===== src/rtl/pipe_skid_stage_pkg.sv =====
// pipe_skid_stage_pkg
//   Shared constants for the pipeline skid stage: default bus widths,
//   bubble encodings, and the global hold-bus levels.
package pipe_skid_stage_pkg;

  localparam int INST_W_DEF = 32;
  localparam int ADDR_W_DEF = 32;
  localparam int INT_W_DEF  = 8;
  localparam int HOLD_W_DEF = 3;

  // addi x0,x0,0
  localparam logic [INST_W_DEF-1:0] NOP_INST_DEF = 32'h0000_0013;
  localparam logic [INT_W_DEF-1:0]  INT_NONE_DEF = 8'h00;

  // Hold bus levels; a stage stalls when the bus is at or above its level.
  typedef enum logic [HOLD_W_DEF-1:0] {
    Hold_None = 3'd0,
    Hold_Pc   = 3'd1,
    Hold_If   = 3'd2,
    Hold_Id   = 3'd3
  } hold_level_e;

  function automatic logic [1:0] occ_count(input logic a, input logic b);
    return {1'b0, a} + {1'b0, b};
  endfunction

endpackage


===== src/rtl/pipe_skid_stage_entry_reg.sv =====
// pipe_entry_reg
//   One valid+payload register. Clear (reset or flush) empties the entry and
//   loads CLR_VAL; load captures a payload and marks it valid; drop only
//   invalidates, leaving the payload bits untouched.
// Ports:
//   i_clk, i_rst     clock, synchronous active-high reset
//   i_clear          synchronous clear (flush)
//   i_load           capture i_data, set valid
//   i_drop           clear valid, keep data
//   i_data           payload in
//   o_valid, o_data  registered entry
module pipe_entry_reg
  import pipe_skid_stage_pkg::*;
#(
  parameter int             W       = 8,
  parameter logic [W-1:0]   CLR_VAL = '0
) (
  input  logic         i_clk,
  input  logic         i_rst,
  input  logic         i_clear,
  input  logic         i_load,
  input  logic         i_drop,
  input  logic [W-1:0] i_data,
  output logic         o_valid,
  output logic [W-1:0] o_data
);

  logic         r_valid;
  logic [W-1:0] r_data;

  always_ff @(posedge i_clk) begin
    if (i_rst || i_clear) begin
      r_valid <= 1'b0;
      r_data  <= CLR_VAL;
    end else if (i_load) begin
      r_valid <= 1'b1;
      r_data  <= i_data;
    end else if (i_drop) begin
      r_valid <= 1'b0;
    end
  end

  assign o_valid = r_valid;
  assign o_data  = r_data;

endmodule


===== src/rtl/pipe_skid_stage.sv =====
// pipe_skid_stage
//   Valid/ready pipeline register with a 2-entry skid buffer carrying
//   {inst, inst_addr, int_flag}. Honors the global hold bus (level compare)
//   and a flush that empties the stage. All outputs come from registers
//   except the bubble substitution on main_valid and in_ready_o.
// Ports:
//   clk, rst                       clock, synchronous active-high reset
//   in_valid_i / in_ready_o        upstream handshake
//   inst_i, inst_addr_i, int_flag_i upstream payload
//   hold_flag_i                    global hold level
//   flush_i                        discard everything held
//   out_valid_o / out_ready_i      downstream handshake
//   inst_o, inst_addr_o, int_flag_o head payload (bubble when empty)
//   occupancy_o                    entries held, 0..2
module pipe_skid_stage
  import pipe_skid_stage_pkg::*;
#(
  parameter int                  INST_W     = INST_W_DEF,
  parameter int                  ADDR_W     = ADDR_W_DEF,
  parameter int                  INT_W      = INT_W_DEF,
  parameter int                  HOLD_W     = HOLD_W_DEF,
  parameter logic [HOLD_W-1:0]   HOLD_LEVEL = HOLD_W'(Hold_Pc),
  parameter logic [INST_W-1:0]   NOP_INST   = NOP_INST_DEF,
  parameter logic [INT_W-1:0]    INT_NONE   = INT_NONE_DEF
) (
  input  logic              clk,
  input  logic              rst,
  input  logic              in_valid_i,
  output logic              in_ready_o,
  input  logic [INST_W-1:0] inst_i,
  input  logic [ADDR_W-1:0] inst_addr_i,
  input  logic [INT_W-1:0]  int_flag_i,
  input  logic [HOLD_W-1:0] hold_flag_i,
  input  logic              flush_i,
  output logic              out_valid_o,
  input  logic              out_ready_i,
  output logic [INST_W-1:0] inst_o,
  output logic [ADDR_W-1:0] inst_addr_o,
  output logic [INT_W-1:0]  int_flag_o,
  output logic [1:0]        occupancy_o
);

  localparam int PAY_W = INST_W + ADDR_W + INT_W;
  localparam logic [PAY_W-1:0] BUBBLE = {NOP_INST, {ADDR_W{1'b0}}, INT_NONE};

  logic             w_hold_en;
  logic             w_accept;
  logic             w_pop;
  logic             w_main_valid;
  logic             w_skid_valid;
  logic [PAY_W-1:0] w_main_data;
  logic [PAY_W-1:0] w_skid_data;
  logic [PAY_W-1:0] w_in_data;
  logic [PAY_W-1:0] w_main_next;
  logic             w_main_load;
  logic             w_main_drop;
  logic             w_skid_load;
  logic             w_skid_drop;

  assign w_hold_en  = (hold_flag_i >= HOLD_LEVEL);
  assign in_ready_o = !w_skid_valid && !w_hold_en && !rst;
  assign w_accept   = in_valid_i && in_ready_o;
  assign w_pop      = w_main_valid && out_ready_i && !w_hold_en;
  assign w_in_data  = {inst_i, inst_addr_i, int_flag_i};

  // Main refills from skid first so the older entry is never bypassed.
  // Accept into main happens when main is empty or is being popped; a
  // full stage cannot accept because in_ready_o is low.
  assign w_main_next = w_skid_valid ? w_skid_data : w_in_data;
  assign w_main_load = (w_skid_valid && w_pop) ||
                       (w_accept && (!w_main_valid || w_pop));
  assign w_main_drop = w_pop && !w_accept && !w_skid_valid;

  assign w_skid_load = w_accept && w_main_valid && !w_pop;
  assign w_skid_drop = w_skid_valid && w_pop;

  pipe_entry_reg #(
    .W       (PAY_W),
    .CLR_VAL (BUBBLE)
  ) u_main (
    .i_clk   (clk),
    .i_rst   (rst),
    .i_clear (flush_i),
    .i_load  (w_main_load),
    .i_drop  (w_main_drop),
    .i_data  (w_main_next),
    .o_valid (w_main_valid),
    .o_data  (w_main_data)
  );

  pipe_entry_reg #(
    .W       (PAY_W),
    .CLR_VAL (BUBBLE)
  ) u_skid (
    .i_clk   (clk),
    .i_rst   (rst),
    .i_clear (flush_i),
    .i_load  (w_skid_load),
    .i_drop  (w_skid_drop),
    .i_data  (w_in_data),
    .o_valid (w_skid_valid),
    .o_data  (w_skid_data)
  );

  assign out_valid_o = w_main_valid;
  assign inst_o      = w_main_valid ? w_main_data[PAY_W-1 -: INST_W]        : NOP_INST;
  assign inst_addr_o = w_main_valid ? w_main_data[ADDR_W+INT_W-1 -: ADDR_W] : '0;
  assign int_flag_o  = w_main_valid ? w_main_data[INT_W-1:0]                : INT_NONE;
  assign occupancy_o = occ_count(w_main_valid, w_skid_valid);

  // Skid only ever fills behind a valid head.
  a_no_orphan_skid : assert property (@(posedge clk) disable iff (rst)
    !(w_skid_valid && !w_main_valid))
    else $error("skid entry valid while main entry empty");

endmodule


===== config.mk =====
export PLATFORM = sky130hd
export DESIGN_NAME = pipe_skid_stage
export DESIGN_NICKNAME = d
export VERILOG_FILES = /design/src/rtl/pipe_skid_stage_pkg.sv /design/src/rtl/pipe_skid_stage_entry_reg.sv /design/src/rtl/pipe_skid_stage.sv
export SDC_FILE = /design/constraint.sdc
export NUM_CORES = 1
export LEC_CHECK = 0
export BUFFER_PORTS_ARGS = -buffer_cell sky130_fd_sc_hd__buf_2
export CORE_MARGIN = 1
export CORE_UTILIZATION = 44
export CTS_CLUSTER_DIAMETER = 200
export DETAILED_ROUTE_END_ITERATION = 10
export HOLD_SLACK_MARGIN = 0.03
export PLACE_DENSITY = 0.78
export RECOVER_POWER = 100
export SETUP_SLACK_MARGIN = 0.15
export SYNTH_ARGS = -nofsm -noshare
export SYNTH_HDL_FRONTEND = slang
export SYNTH_SLANG_ARGS = --single-unit

===== constraint.sdc =====
create_clock -name clk -period 1.57 [get_ports clk]
set_input_delay 0.314 -clock clk [delete_from_list [all_inputs] [get_ports clk]]
set_output_delay 0.314 -clock clk [all_outputs]
set_load 0.01 [all_outputs]

==> results of run 1 <==
## power breakdown
group	leakage [nW]	total, mW	internal (mW)	switching [mW]
clock network	0.287	4.12	2.58	1.54
logic	2.39	0.574	0.249	0.325
registers	1.18	3.73	3.72	0.0124
total	3.86	8.42	6.54	1.88
## final timing paths
path                            end  slack, ps  depth (start not counted)              start
setup / recovery    inst_addr_o[18]       -160                          4     u_main.o_valid
hold / removal    u_skid.o_data[44]        130                          3          inst_i[4]
setup reg to reg  u_skid.o_data[16]       -150                          9     u_main.o_valid
hold reg to reg   u_skid.o_data[52]        470                          2  u_skid.o_data[52]
## metal layers
| layer | global-route usage (%) | up-vias |
|---|---|---|
| met2 | 34.75 | 146 |
| li1 | - | 2934 |
| met4 | 9.135 | 2 |
| met3 | 4.789 | 25 |
| met5 | 0 | - |
| met1 | 28.87 | 2907 |
## worst register-to-register path, delay by kind of cell (launching register included)
family	cells	cell delay [ps]
buffers and inverters	6	740
AOI/OAI and AO/OA	1	120
and+or+nand+nor	2	340
DFF	1	460
## through the flow
| step | power (mW) | cells | setup slack (ps) | hold slack, ps | util [%] |
|---|---|---|---|---|---|
| detailed placement | 4.290 | 1089 | -179.5 | 457.4 | 53.31 |
| global route | 8.663 | 1175 | -206.3 | 131.5 | 67.26 |
| CTS | 8.400 | 1138 | -158.0 | 111.6 | 60.69 |
| global placement | 4.284 | 1089 | -146.8 | 446.2 | 53.31 |
| finish | 8.424 | 1176 | -155.8 | 126.4 | 67.27 |
| floorplan | 4.033 | 732 | 75.43 | 435.5 | - |
## cell families (layout without fill, tap and decap cells)
family          Yosys count  after routing  synth area share [%]
flops                   146            146                 41.18
simple gates            303            303                 21.82
other cells               0              1                     0
compound gates          145            145                 20.66
buf+inv                  65            292                 6.011
mux                      72             72                 10.15
fa+ha+maj                 1              1                0.1762
## layout make-up
class                      count  area share (%)
inverter                       1         0.08226
clock buffer                  22           4.747
tap                          216           2.538
antenna                        1         0.02350
multi-input combinational    521           39.06
sequential                   146           27.52
timing repair buffer         261           25.09
clock inverter                 8          0.9401
## flip-flops by register name (all words and copies together), names as in the netlist
signal,flops
u_skid.o_data,72
u_skid.o_valid,1
u_main.o_valid,1
u_main.o_data,72
## repair_timing
action	CTS	global route
setup endpoints to repair	218	220
gates cloned	8	11
resized for setup	38	155
setup buffers	11	26
hold buffers	0	0
pin swaps	2	47
endpoints found under the hold margin	0	0
## layout by cell type, fill, tap and decap left out, types with 4 or more instances in the layout
cell type   instances
dfxtp_1           144
buf_2             123
nand2_1            77
mux2i_1            72
a21oi_2            69
a211oi_2           68
nand2_2            61
buf_6              59
and2_1             41
buf_12             34
nor2_1             32
and2_4             28
clkbuf_16          28
nor2_2             21
buf_4              19
nor2_4             17
nand2_4             8
buf_16              8
buf_8               6
clkinvlp_4          4
clkbuf_8            4
==> impl_metrics.env, run 1 <==
export IMPL_period_share_pct=109.9
export IMPL_routed_top_layer="met5"
export IMPL_grt_start_max_net_pins=73
export IMPL_worst_path_buf_inv=3
export IMPL_synth_most_common_cell="dfxtp_1"
export IMPL_status="finished with violations"
export IMPL_powerDensity_mw_per_mm2=791.1
export IMPL_htree_levels=4
export IMPL_core_sq_mm=0.01583
export IMPL_wl_met3_microns=827
export IMPL_synth_nets=813
export IMPL_cts_tree="done"
export IMPL_grt_pass1_vias=5638
export IMPL_drive_gt1_share_pct=60.17
export IMPL_vias_per_cell=5.114
export IMPL_globalplace_congestion=0.7416
export IMPL_ir_drop_mv=0.7577
export IMPL_critPathArrivalTime_ps=1410
export IMPL_maxCapViolCount=0
export IMPL_drt_pass1_iter_count=4
export IMPL_slowest_stage="dfxtp_4"
export IMPL_yosys_cell_types_count=31
export IMPL_cts_sinks=146
export IMPL_clk_path_buf_depth=2
export IMPL_clockRootBuffer="clkbuf_16"
export IMPL_drc=0
export IMPL_n_fill_cell=1131
export IMPL_yosysSeqAreaShare_pct=41.18
export IMPL_path_cells="buf_12 > clkbuf_16 > and2_4 > buf_6"
export IMPL_antenna_found_initial=2
export IMPL_initial_utilization_pct=44.85
export IMPL_worstMarginPinSlew_ps=540.6
export IMPL_violations="setup timing"
export IMPL_netlist_area_sq_mm=0.007098
export IMPL_rsz0062_at_grt="yes"
export IMPL_yosysWarnings=0
export IMPL_overflow=0
export IMPL_die_area_sq_mm=0.01664
export IMPL_fin_crit_ps=1726
export IMPL_hpwl_microns=10980
export IMPL_fin_nets=1029
export IMPL_ys_ff_latch=146
export IMPL_port_buffers=155
export IMPL_crit_path_end_kind="primary output"
export IMPL_chipWidth_microns=129.0
export IMPL_fin_skew_ps=8.486
export IMPL_path_clk_slew_ps=60
export IMPL_p_leak_nw=3.858
export IMPL_worst_setup_path_start_kind="flop"
export IMPL_track_usage_pct=21.91
export IMPL_die_height_microns=129.0
export IMPL_crit_fanout=7
export IMPL_synth_top_cell_area_share_pct=41.18
export IMPL_yosys_top_cells_area="dfxtp_1 (41%), a211oi_2 (11%), mux2i_1 (10%), a21oi_2 (8.3%), and2_1 (6.1%)"
export IMPL_netlist_top_cells_count="dfxtp_1 (146), nand2_1 (79), mux2i_1 (72)"
export IMPL_crit_path_max_incr_delay_ps=460
export IMPL_tns_ps=-19350
export IMPL_critical_path_top_delay_family="flip-flops"
export IMPL_worst_ep_required_time_ps=1260
export IMPL_max_slew_margin_pct=63.96
export IMPL_rows=46
export IMPL_grt_pass1_wl_microns=28030
export IMPL_drt_total_wl_microns=20100
export IMPL_design_area_sq_mm=0.01065
export IMPL_routed_via_count=6014
export IMPL_ioPinCount=156
export IMPL_wl_per_cell_microns=17.09
export IMPL_async_reset_ff_share_pct=0
export IMPL_ys_flop_type="dfxtp_1"
export IMPL_hold_class="input pin to flop"
export IMPL_wl_met1_microns=9300
export IMPL_numCtsBuffers=17
export IMPL_setup_ws_ps=-155.8
export IMPL_placed_cell_area_sq_mm=0.008438
export IMPL_drv_slew=0
export IMPL_hold_violations=0
export IMPL_path_class="flop to primary output"
export IMPL_yosysTopAreaCell="dfxtp_1"
export IMPL_drt_antenna_violating_nets=0
export IMPL_synth_area_per_cell_sq_um=9.697
export IMPL_seqCellArea_sq_mm=0.002930
export IMPL_clk_latency_ps=420
export IMPL_drtIter0Drc=317
export IMPL_setup_viol=217
export IMPL_multi_input_area_sq_mm=0.004159
export IMPL_syn_to_final_growth_pct=50.01
export IMPL_max_freq_mhz=579.5
export IMPL_synth_cells=732
export IMPL_met2_length_microns=9589
export IMPL_synth_edff_count=0
Note: power is estimated with default switching activity, not from simulation.
==> inputs of run 2 (changes only) <==
--- a/config.mk
+++ b/config.mk
@@ -11,7 +11,7 @@
 export CTS_CLUSTER_DIAMETER = 200
 export DETAILED_ROUTE_END_ITERATION = 10
 export HOLD_SLACK_MARGIN = 0.03
-export PLACE_DENSITY = 0.78
+export PLACE_DENSITY = 0.76
 export RECOVER_POWER = 100
 export SETUP_SLACK_MARGIN = 0.15
 export SYNTH_ARGS = -nofsm -noshare
==> constraint.sdc (replaced) <==
create_clock -name clk -period 1.6 [get_ports clk]
set_input_delay 0.32 -clock clk [delete_from_list [all_inputs] [get_ports clk]]
set_output_delay 0.32 -clock clk [all_outputs]
set_load 0.01 [all_outputs]
==> run 2 against run 1 <==
The flow still finishes with violations (setup timing). Clock power increased by 6.8%. Largest cell class unchanged. Wire length increased by 2.4%. Power increased by 2.1%.
==> impl_metrics.env, run 2 (synthesis results as in run 1) <==
export IMPL_status="finished with violations"
export IMPL_violations="setup timing"
export IMPL_initial_utilization_pct=44.85
export IMPL_maxCapViolCount=0
export IMPL_wl_per_cell_microns=17.84
export IMPL_crit_end="u_main.o_data[57]"
export IMPL_period_share_pct=110.9
export IMPL_r2r_slack_ps=-170
export IMPL_rsz0062_at_grt="yes"
export IMPL_critical_path_top_delay_family="buffers and inverters"
export IMPL_setup_ws_ps=-174.9
export IMPL_drt_pass1_iter_count=6
export IMPL_fin_skew_ps=11.01
export IMPL_clk_latency_ps=430
export IMPL_rr_startpoint="u_main.o_valid"
export IMPL_drt_total_wl_microns=20590
export IMPL_drt_antenna_violating_nets=0
export IMPL_rr_worst_depth=6
export IMPL_vias_per_cell=5.227
export IMPL_layout_common_cells="dfxtp_1 (144), buf_2 (134), nand2_1 (77), mux2i_1 (72), a21oi_2 (67)"
export IMPL_drv_slew=0
export IMPL_clockRootBuffer="clkbuf_16"
export IMPL_routed_via_count=6032
export IMPL_critPathArrivalTime_ps=2110
export IMPL_dp_cells=1078
export IMPL_startpoint="u_main.o_valid"
export IMPL_worstMarginPinSlew_ps=484.6
export IMPL_htree_levels=4
export IMPL_hold_buffers=0
export IMPL_grt_pass1_wl_microns=30220
export IMPL_antenna_cells=0
export IMPL_grt_start_max_net_pins=36
export IMPL_antenna_found_initial=1
export IMPL_powerDensity_mw_per_mm2=840.5
export IMPL_path_cells="buf_12 > inv_1 > o221a_4 > buf_6 > bufbuf_16 > a211oi_4"
export IMPL_drive_gt1_share_pct=55.33
export IMPL_track_usage_pct=23.80
export IMPL_hold_violations=0
export IMPL_max_freq_mhz=563.4
export IMPL_numCtsBuffers=17
export IMPL_rows=46
export IMPL_core_sq_mm=0.01583
export IMPL_fin_nets=1007
export IMPL_p_leak_nw=3.702
export IMPL_cts_sinks=146
export IMPL_worst_setup_path_start_kind="flop"
export IMPL_r2r_end="u_main.o_data[57]"
export IMPL_final_common_cell="dfxtp_1"
export IMPL_crit_fanout=10
export IMPL_chipWidth_microns=129.0
export IMPL_hold_class="input pin to flop"
export IMPL_n_fill_cell=1217
export IMPL_setup_viol=155
export IMPL_slowest_stage="dfxtp_4"
export IMPL_path_clk_slew_ps=60
export IMPL_grt_pass1_vias=5833
export IMPL_drtIter0Drc=282
export IMPL_die_area_sq_mm=0.01664
export IMPL_fin_crit_ps=1775
export IMPL_globalplace_congestion=0.7552
export IMPL_ir_drop_mv=0.7365
export IMPL_crit_path_end_kind="flop"
export IMPL_hpwl_microns=10630
export IMPL_clk_path_buf_depth=2
export IMPL_fin_cells=1154
export IMPL_max_slew_margin_pct=67.51
export IMPL_syn_to_final_growth_pct=44.19
export IMPL_drc=0
export IMPL_pre_cts_ws_ps=-142.9
export IMPL_overflow=0
export IMPL_cts_tree="done"
export IMPL_die_height_microns=129.0
export IMPL_path_class="flop to flop"
export IMPL_crit_path_max_incr_delay_ps=430
export IMPL_worst_ep_required_time_ps=1930
export IMPL_ioPinCount=156
export IMPL_worst_path_stages=6
export IMPL_worst_path_buf_inv=4
export IMPL_port_buffers=155
-- run 2: cell types whose count changed in the layout (fill, tap and decap cells not counted), sizes merged --
cell and change:
clkbuf -1, bufbuf +7, o221a +2, inv +1, buf -28, bufinv +2, clkinvlp -2, diode -1
clkinv -2
-- run 2: worst min-delay path by stage --
stage,to,start,cells after the start
6_report,u_skid.o_data[41],inst_i[1],3
5_1_grt,u_skid.o_data[2],int_flag_i[2],3
4_1_cts,u_skid.o_data[41],inst_i[1],3
3_5_place_dp,u_skid.o_data[25],u_skid.o_data[25],2
3_3_place_gp,u_skid.o_data[26],u_skid.o_data[26],2
2_1_floorplan,u_skid.o_data[25],u_skid.o_data[25],2
-- run 2: repair_timing --
action                                  CTS  global route
buffers inserted                         15             2
gates resized for setup                  79            50
pin swaps                                21            26
cloned                                   17            11
endpoints found under the setup margin  220           220
-- run 2: report_power, final --
part	total, mW	switching (mW)	internal, mW
sequential	3.66	0.00923	3.65
clock	4.40	1.57	2.83
combinational	0.549	0.314	0.234
-- run 2: area by class of cell --
type,count,area (sq um),share of cell area [%]
Timing Repair Buffer,237,2344,22.90
Sequential cell,146,2930,28.63
Clock buffer,24,503.0,4.914
Tap cell,216,270.3,2.641
Clock inverter,7,143.9,1.406
Multi-Input combinational cell,523,4040,39.47
Inverter,1,3.754,0.03667
-- run 2: metal layers --
layer | vias up | GRT usage (%) | part of all wire (%)
li1 | 2885 | - | -
met1 | 2900 | 30.73 | 45
met2 | 223 | 39.05 | 47
met3 | 22 | 5.409 | 5.9
met4 | 2 | 8.512 | 1.3
met5 | - | 0 | 0.063
-- run 2: worst register-to-register path, stage by stage (launching register included) --
cell	delay (ps)
dfxtp_4	430
buf_12	130
inv_1	130
o221a_4	350
buf_6	150
bufbuf_16	280
a211oi_4	220
-- run 2: metrics by stage --
| stage | hold slack, ps | cell area [sq um] | utilization, % | TNS, ps | total power, mW |
|---|---|---|---|---|---|
| after global routing | 130.5 | 10230 | 64.66 | -20000 | 8.828 |
| after detailed placement | 452.9 | 8180 | 51.68 | -14600 | 4.189 |
| after CTS | 108.6 | 9804 | 61.94 | -7705 | 8.594 |
| final | 127.5 | 10230 | 64.66 | -8732 | 8.602 |
| after floorplan | 436.0 | 7112 | - | 0 | 3.956 |
| after global placement | 444.4 | 8180 | 51.68 | -8121 | 4.185 |
